--- src/rtl/hexdisp_scan_if.sv ---
// hexdisp_scan_if: Wishbone-style register bus between a bus master and the
// hexdisp_scan register slave.
//
// Handshake: a request is cyc_i & stb_i while ack_o is low. The slave answers
// with a single-cycle ack_o on the following clock. dat_o is meaningful only
// while ack_o = 1. The master keeps cyc_i/stb_i/we_i/adr_i/sel_i/dat_i stable
// until it sees ack_o. A strobe without cyc_i is not a request.
//
// Signals:
//   cyc_i   bus cycle          stb_i  strobe          we_i  write enable
//   adr_i   register select    sel_i  byte lanes      dat_i write data
//   dat_o   read data          ack_o  acknowledge
interface hexdisp_scan_if;
    logic        cyc_i;
    logic        stb_i;
    logic        we_i;
    logic [1:0]  adr_i;
    logic [3:0]  sel_i;
    logic [31:0] dat_i;
    logic [31:0] dat_o;
    logic        ack_o;

    modport slave (
        input  cyc_i, stb_i, we_i, adr_i, sel_i, dat_i,
        output dat_o, ack_o
    );

    modport master (
        output cyc_i, stb_i, we_i, adr_i, sel_i, dat_i,
        input  dat_o, ack_o
    );
endinterface

--- src/rtl/hexdisp_scan.sv ---
// hexdisp_scan: register slave plus time-multiplexed hex display scanner.
// Holds a 32-bit value and a control word, and steps through DIGITS digit
// slots, presenting one {dp, nibble} code at a time to a shared 7-segment
// decoder together with an active-low one-hot anode vector.
//
// Ports:
//   clk_i      system clock
//   rst_i      synchronous, active-high reset
//   wb         register bus (slave side), see hexdisp_scan_if
//   digit_o    {dp, nibble} of the digit in the current slot
//   anode_n_o  active-low digit enable, at most one bit low
//
// Registers:
//   0  value[31:0]
//   1  control: [7:0] dp_mask, [8] lz_blank, [9] blink_en, [10] disp_en
//   2,3 read as zero, writes ignored
module hexdisp_scan #(
    parameter int DIGITS     = 8,
    parameter int PRESCALE   = 50000,
    parameter int BLINK_BITS = 6
) (
    input  logic              clk_i,
    input  logic              rst_i,
    hexdisp_scan_if.slave     wb,
    output logic [4:0]        digit_o,
    output logic [DIGITS-1:0] anode_n_o
);

    localparam int PW = $clog2(PRESCALE);

    logic [31:0]           value;
    logic [10:0]           ctrl;
    logic [PW-1:0]         pre;
    logic [2:0]            idx;
    logic [BLINK_BITS-1:0] slot_cnt;
    logic                  upd;

    logic [7:0]  dp_mask;
    logic        lz_blank;
    logic        blink_en;
    logic        disp_en;
    logic        wrap;
    logic        req;
    logic [31:0] rd_data;
    logic        lz_hit;
    logic        zero_run;
    logic        suppress;

    assign dp_mask  = ctrl[7:0];
    assign lz_blank = ctrl[8];
    assign blink_en = ctrl[9];
    assign disp_en  = ctrl[10];
    assign wrap     = (pre == PW'(PRESCALE - 1));
    assign req      = wb.cyc_i & wb.stb_i & ~wb.ack_o;

    always_comb begin
        rd_data = '0;
        case (wb.adr_i)
            2'd0:    rd_data = value;
            2'd1:    rd_data = {21'b0, ctrl};
            default: rd_data = '0;
        endcase
    end

    // Walk from the top implemented digit down; zero_run stays high while
    // every nibble from the top down to position i is zero. The value seen
    // at the current slot index decides leading-zero blanking.
    always_comb begin
        lz_hit   = 1'b0;
        zero_run = 1'b1;
        for (int i = 7; i >= 0; i--) begin
            if (i < DIGITS) begin
                zero_run = zero_run & (value[4*i +: 4] == 4'h0);
                if (3'(i) == idx) begin
                    lz_hit = zero_run;
                end
            end
        end
    end

    assign suppress = ~disp_en
                    | (blink_en & slot_cnt[BLINK_BITS-1])
                    | (lz_blank & (idx != 3'd0) & lz_hit & ~dp_mask[idx]);

    // Bus side: one request per two cycles at most, since ack_o blocks the
    // next request for a cycle. dat_o captures the contents before any write
    // performed on the same edge.
    always_ff @(posedge clk_i) begin
        if (rst_i) begin
            value     <= '0;
            ctrl      <= 11'h400;
            wb.ack_o  <= 1'b0;
            wb.dat_o  <= '0;
        end else begin
            wb.ack_o <= req;
            wb.dat_o <= req ? rd_data : '0;
            if (req && wb.we_i) begin
                if (wb.adr_i == 2'd0) begin
                    for (int b = 0; b < 4; b++) begin
                        if (wb.sel_i[b]) begin
                            value[8*b +: 8] <= wb.dat_i[8*b +: 8];
                        end
                    end
                end else if (wb.adr_i == 2'd1) begin
                    if (wb.sel_i[0]) ctrl[7:0]  <= wb.dat_i[7:0];
                    if (wb.sel_i[1]) ctrl[10:8] <= wb.dat_i[10:8];
                end
            end
        end
    end

    // Scan side. upd marks "idx changed on the previous edge"; it comes out
    // of reset set so slot 0 is shown one cycle after reset. The outputs only
    // load on upd, so register writes never change a slot mid-way.
    always_ff @(posedge clk_i) begin
        if (rst_i) begin
            pre       <= '0;
            idx       <= '0;
            slot_cnt  <= '0;
            upd       <= 1'b1;
            digit_o   <= '0;
            anode_n_o <= '1;
        end else begin
            upd <= wrap;
            if (wrap) begin
                pre      <= '0;
                idx      <= (idx == 3'(DIGITS - 1)) ? 3'd0 : idx + 3'd1;
                slot_cnt <= slot_cnt + BLINK_BITS'(1);
            end else begin
                pre <= pre + PW'(1);
            end
            if (upd) begin
                digit_o   <= {dp_mask[idx], value[{idx, 2'b00} +: 4]};
                anode_n_o <= suppress ? '1 : ~(DIGITS'(1) << idx);
            end
        end
    end

endmodule

--- src/flat_wrapper.sv ---
// flat-port wrapper written by rule: the top's interface ports become plain ports
module hexdisp_scan_flat 
#(
    parameter int DIGITS     = 8,
    parameter int PRESCALE   = 50000,
    parameter int BLINK_BITS = 6
)
  (clk_i, rst_i, digit_o, anode_n_o, wb_cyc_i, wb_stb_i, wb_we_i, wb_adr_i, wb_sel_i, wb_dat_i, wb_dat_o, wb_ack_o);
  hexdisp_scan_if wb_i ();
  input  logic clk_i;
  input  logic rst_i;
  output logic [4:0] digit_o;
  output logic [DIGITS-1:0] anode_n_o;
  input wire logic [$bits(wb_i.cyc_i)-1:0] wb_cyc_i;
  input wire logic [$bits(wb_i.stb_i)-1:0] wb_stb_i;
  input wire logic [$bits(wb_i.we_i)-1:0] wb_we_i;
  input wire logic [$bits(wb_i.adr_i)-1:0] wb_adr_i;
  input wire logic [$bits(wb_i.sel_i)-1:0] wb_sel_i;
  input wire logic [$bits(wb_i.dat_i)-1:0] wb_dat_i;
  output wire logic [$bits(wb_i.dat_o)-1:0] wb_dat_o;
  output wire logic [$bits(wb_i.ack_o)-1:0] wb_ack_o;
  assign wb_i.cyc_i = wb_cyc_i;
  assign wb_i.stb_i = wb_stb_i;
  assign wb_i.we_i = wb_we_i;
  assign wb_i.adr_i = wb_adr_i;
  assign wb_i.sel_i = wb_sel_i;
  assign wb_i.dat_i = wb_dat_i;
  assign wb_dat_o = wb_i.dat_o;
  assign wb_ack_o = wb_i.ack_o;
  hexdisp_scan #(.DIGITS(DIGITS), .PRESCALE(PRESCALE), .BLINK_BITS(BLINK_BITS)) u_core (.clk_i(clk_i), .rst_i(rst_i), .wb(wb_i), .digit_o(digit_o), .anode_n_o(anode_n_o));
endmodule
--- config.mk ---
export PLATFORM = sky130hd
export DESIGN_NAME = hexdisp_scan_flat
export DESIGN_NICKNAME = d
export VERILOG_FILES = /design/src/rtl/hexdisp_scan_if.sv /design/src/rtl/hexdisp_scan.sv /design/src/flat_wrapper.sv
export SDC_FILE = /design/constraint.sdc
export NUM_CORES = 1
export LEC_CHECK = 0
export BUFFER_PORTS_ARGS = -buffer_cell sky130_fd_sc_hd__buf_2
export CAP_MARGIN = 30
export CORE_AREA = 2 2 100 141
export CTS_CLUSTER_SIZE = 40
export DETAILED_ROUTE_END_ITERATION = 10
export DIE_AREA = 0 0 102 143
export GPL_TIMING_DRIVEN = 0
export SETUP_SLACK_MARGIN = 0.3
export SLEW_MARGIN = 5
export SYNTH_ARGS = -nofsm -noshare
export SYNTH_HDL_FRONTEND = slang
export SYNTH_SLANG_ARGS = --single-unit
--- constraint.sdc ---
create_clock -name clk_i -period 2.5 [get_ports clk_i]
set_input_delay 0.5 -clock clk_i [delete_from_list [all_inputs] [get_ports clk_i]]
set_output_delay 0.5 -clock clk_i [all_outputs]
set_load 0.03 [all_outputs]
==> results.md <==
* Root Buffer: clkbuf_16
* Peak supply drop at around 0.50 mV
* Die W at 102 um
* CP arrival at 2.43 ns
* Pin count of the biggest net entering global routing at 17
* Reg2Reg Depth at 6
* Die Y at 143 um
* Slowest cell on crit path: nor4_1
* Final hold vios at 0
* Seq cells post-synth at roughly 120
* TritonRoute pass-1 iters at 5
* Cell variety after synth at 38
* Mapped Cells at 459
* Initial Util at 0.345
* Clk_lat worst skew at between 0.4 and 0.5 ns
* Critical Path Sink Type: register
* Synth warn at 0
* Leakage at approximately 2.5 nW
* CTS Buffer Depth at 2
* Cell Pwr Density at 780 nW/um2
* TNS Setup at 0 ns
* Post-synth ARST share at 0
* Worst Skew at approximately 0.012 ns
* CTS clk-pin slew, worst paths at 0.05 ns
* Status: completed
* Worst Tran Pin Value at 0.820 ns
* Filler Cell Count at 1324
* End of the worst hold path: u_core.value[21]
* Max FO, Critical Path at 5
* Final setup vio count at 0
* # DRC at 0
* Synth Flop Type: dfxtp_1
* Routed WL at 11.6 mm
* Vias in the first global route at 3551
* Met1 usage at 0.176
* ANT cells at 0
* Met3 Use GR at 0.0534
* CP Launch Type: register
* GR Overflow Total at 0
* WHS Path Cells at 3
* TritonCTS Buffers at 17
* FF-to-FF Start: u_core.value[22]
* Average cell area after synthesis at approximately 10 um2
* Antenna violations before repair at 0
* Routed WL per cell at ~15 um
* Fraction of layout cells with a size suffix above 1 at 0.257
* Max stage delay on crit path at 0.46 ns
* Critical-path cell list: nor4_1 > nand4_1 > nor3_2 > a21oi_1 > a211o_1 > a41oi_1
* Worst min path class: primary input to register
* Max_cap viols at 0
* Unrepaired setup endpoints after global routing: yes
* Hold Path Origin: wb_dat_i[21]
* TritonCTS clock tree: built
* CP Class: register to register
* DR vias at 3636
* Max-slew headroom at 0.454
* Crit path required time at 2.83 ns
* CTS Sinks at 115
* PortBufs at 86
* Core area at 13300 um2
* Hold Buf Count CTS at 0
* Synthesized cell area at 4570 um2
* Met2 Use GR at 0.290
* Capturing point of the worst reg2reg path: u_core.anode_n_o[4]
* Area Overhead vs Synth at 30.4%
* Io pins at 89
* GPL Wtd Cong at 0.872
* Htree depth at 4
* Post-DP HPWL at 9.00 mm
* Average vias per placed instance at 4.77
* First-pass GRT wire length at between 15 and 20 mm
* GRT Max-Usage Layer: met2
* Sequential-to-total area share from yosys stat at 0.504
* Core Rows at 50
* Final Power at 4.64 mW
* Syn_nets at around 500
* Crit path time final at 2.10 ns
* Post-synth EDFFs at 0
* Final Cycle Share at 0.840
* R2R setup slack at about 0.40 ns
* 1st-iter DRT viols at 170
* Maximum clock frequency at 476 MHz
* Gr usage total at 0.165
* Final ANT Viol Nets at 0
* Final nets at 618
* Die area at around 15000 um2
* Max-slew violations at 0
## worst max path at each step
stage	start	endpoint
final	u_core.value[22]	u_core.anode_n_o[4]
after global routing	u_core.value[24]	u_core.anode_n_o[4]
after CTS	u_core.idx[1]	u_core.anode_n_o[4]
after detailed placement	wb_stb_i	u_core.value[31]
after global placement	wb_stb_i	u_core.value[7]
after floorplan	u_core.idx[0]	u_core.anode_n_o[4]
## flip-flops by register name (all words and copies together) (netlist names)
signal,flops
u_core.wb.dat_o,32
u_core.upd,1
u_core.wb.ack_o,1
u_core.digit_o,5
u_core.idx,3
u_core.ctrl,11
u_core.value,32
u_core.pre,16
u_core.anode_n_o,8
u_core.slot_cnt,6
## layout make-up
type | count | area, um2 | area share
well taps | 182 | 228 | 0.0382
clock inverters | 10 | 178 | 0.0298
plain buffers | 26 | 114 | 0.0191
repair buffers | 89 | 453 | 0.0760
multi-input cells | 310 | 2180 | 0.365
clock buffers | 22 | 474 | 0.0796
inverters | 8 | 30.0 | 0.00504
flip-flops and latches | 115 | 2310 | 0.387
## cell usage after synthesis, types with 3 or more instances
| cell | number | share of area |
|---|---|---|
| nand3_1 | 11 | 0.012 |
| mux2i_1 | 56 | 0.12 |
| o21ai_0 | 4 | 0.0044 |
| clkbuf_1 | 18 | 0.015 |
| a21oi_1 | 9 | 0.0099 |
| a41oi_1 | 3 | 0.0057 |
| nor2_1 | 98 | 0.080 |
| nor4_1 | 8 | 0.011 |
| nand4_1 | 4 | 0.0055 |
| ha_1 | 8 | 0.022 |
| nor2b_1 | 3 | 0.0041 |
| and3_1 | 3 | 0.0041 |
| nand2_1 | 20 | 0.016 |
| xnor2_1 | 8 | 0.015 |
| buf_2 | 6 | 0.0066 |
| or3_1 | 3 | 0.0041 |
| nor3_1 | 4 | 0.0044 |
| and2_1 | 25 | 0.034 |
| a31oi_1 | 3 | 0.0041 |
| inv_1 | 8 | 0.0066 |
| a311oi_1 | 4 | 0.0077 |
| mux4_2 | 8 | 0.039 |
| xor2_1 | 9 | 0.017 |
| dfxtp_1 | 115 | 0.50 |
## metal layers
| metal | vias to the layer above | wire (um) |
|---|---|---|
| li1 | 1791 | - |
| met5 | - | 0 |
| met2 | 88 | 6100 |
| met3 | 24 | 573 |
| met1 | 1733 | 4580 |
| met4 | 0 | 372 |
## critical path: cells and delay by family, from the launching register on
kind	cells	cell delay, ns
AND/OR/NAND/NOR	3	1.04
AO/OA/AOI/OAI	3	0.63
flip-flops	1	0.34
## kinds of logic (layout without fill, tap and decap cells)
kind of cell	after synthesis	in the layout	share of synthesized area
mux	67	67	0.176
compound gates	28	28	0.0416
flops	115	115	0.504
xor+xnor	17	17	0.0326
fa+ha+maj	8	8	0.0219
buf+inv	34	155	0.0296
simple gates	190	190	0.195
## stage by stage
| stage | hold WS [ns] | instance area (um2) | setup WS, ns | util | std cells |
|---|---|---|---|---|---|
| finish | 0.339 | 5960 | 0.399 | 0.449 | 762 |
| global placement | 0.429 | 5230 | 0.125 | 0.394 | 727 |
| CTS | 0.320 | 5910 | 0.285 | 0.446 | 761 |
| global route | 0.324 | 5960 | 0.272 | 0.449 | 762 |
| floorplan | 0.413 | 4570 | 0.472 | - | 459 |
| detailed placement | 0.431 | 5230 | 0.104 | 0.394 | 727 |
## layout by cell type (no fill, tap or decap), types with 3 or more instances in the layout
master	n
a311oi_1	4
or3_1	3
buf_4	3
clkbuf_16	17
nand2_1	20
and2_1	25
clkbuf_8	3
ha_1	7
bufinv_16	5
xnor2_1	8
mux2i_1	55
nand4_1	4
inv_1	7
o21ai_0	4
mux4_2	9
nand3_1	10
nor3_1	3
a41oi_1	3
dfxtp_1	114
a21oi_1	9
a31oi_1	3
clkbuf_1	18
clkinv_2	4
nor2_1	98
buf_2	91
xor2_1	9
nor4_1	6
and3_1	3
## power by group
group / switching [mW] / internal [mW] / total (mW)
clock network: 0.796 / 1.84 / 2.63
registers: 0.0116 / 1.85 / 1.86
logic: 0.0914 / 0.0576 / 0.149
total: 0.899 / 3.75 / 4.64
## repair_timing
| item | CTS | global route |
|---|---|---|
| pin swaps | 0 | 0 |
| gates resized for setup | 5 | 13 |
| setup buffers | 2 | 1 |
| cloned | 0 | 0 |
| endpoints found under the setup margin | 17 | 23 |
(Power assumes the default switching activity.)
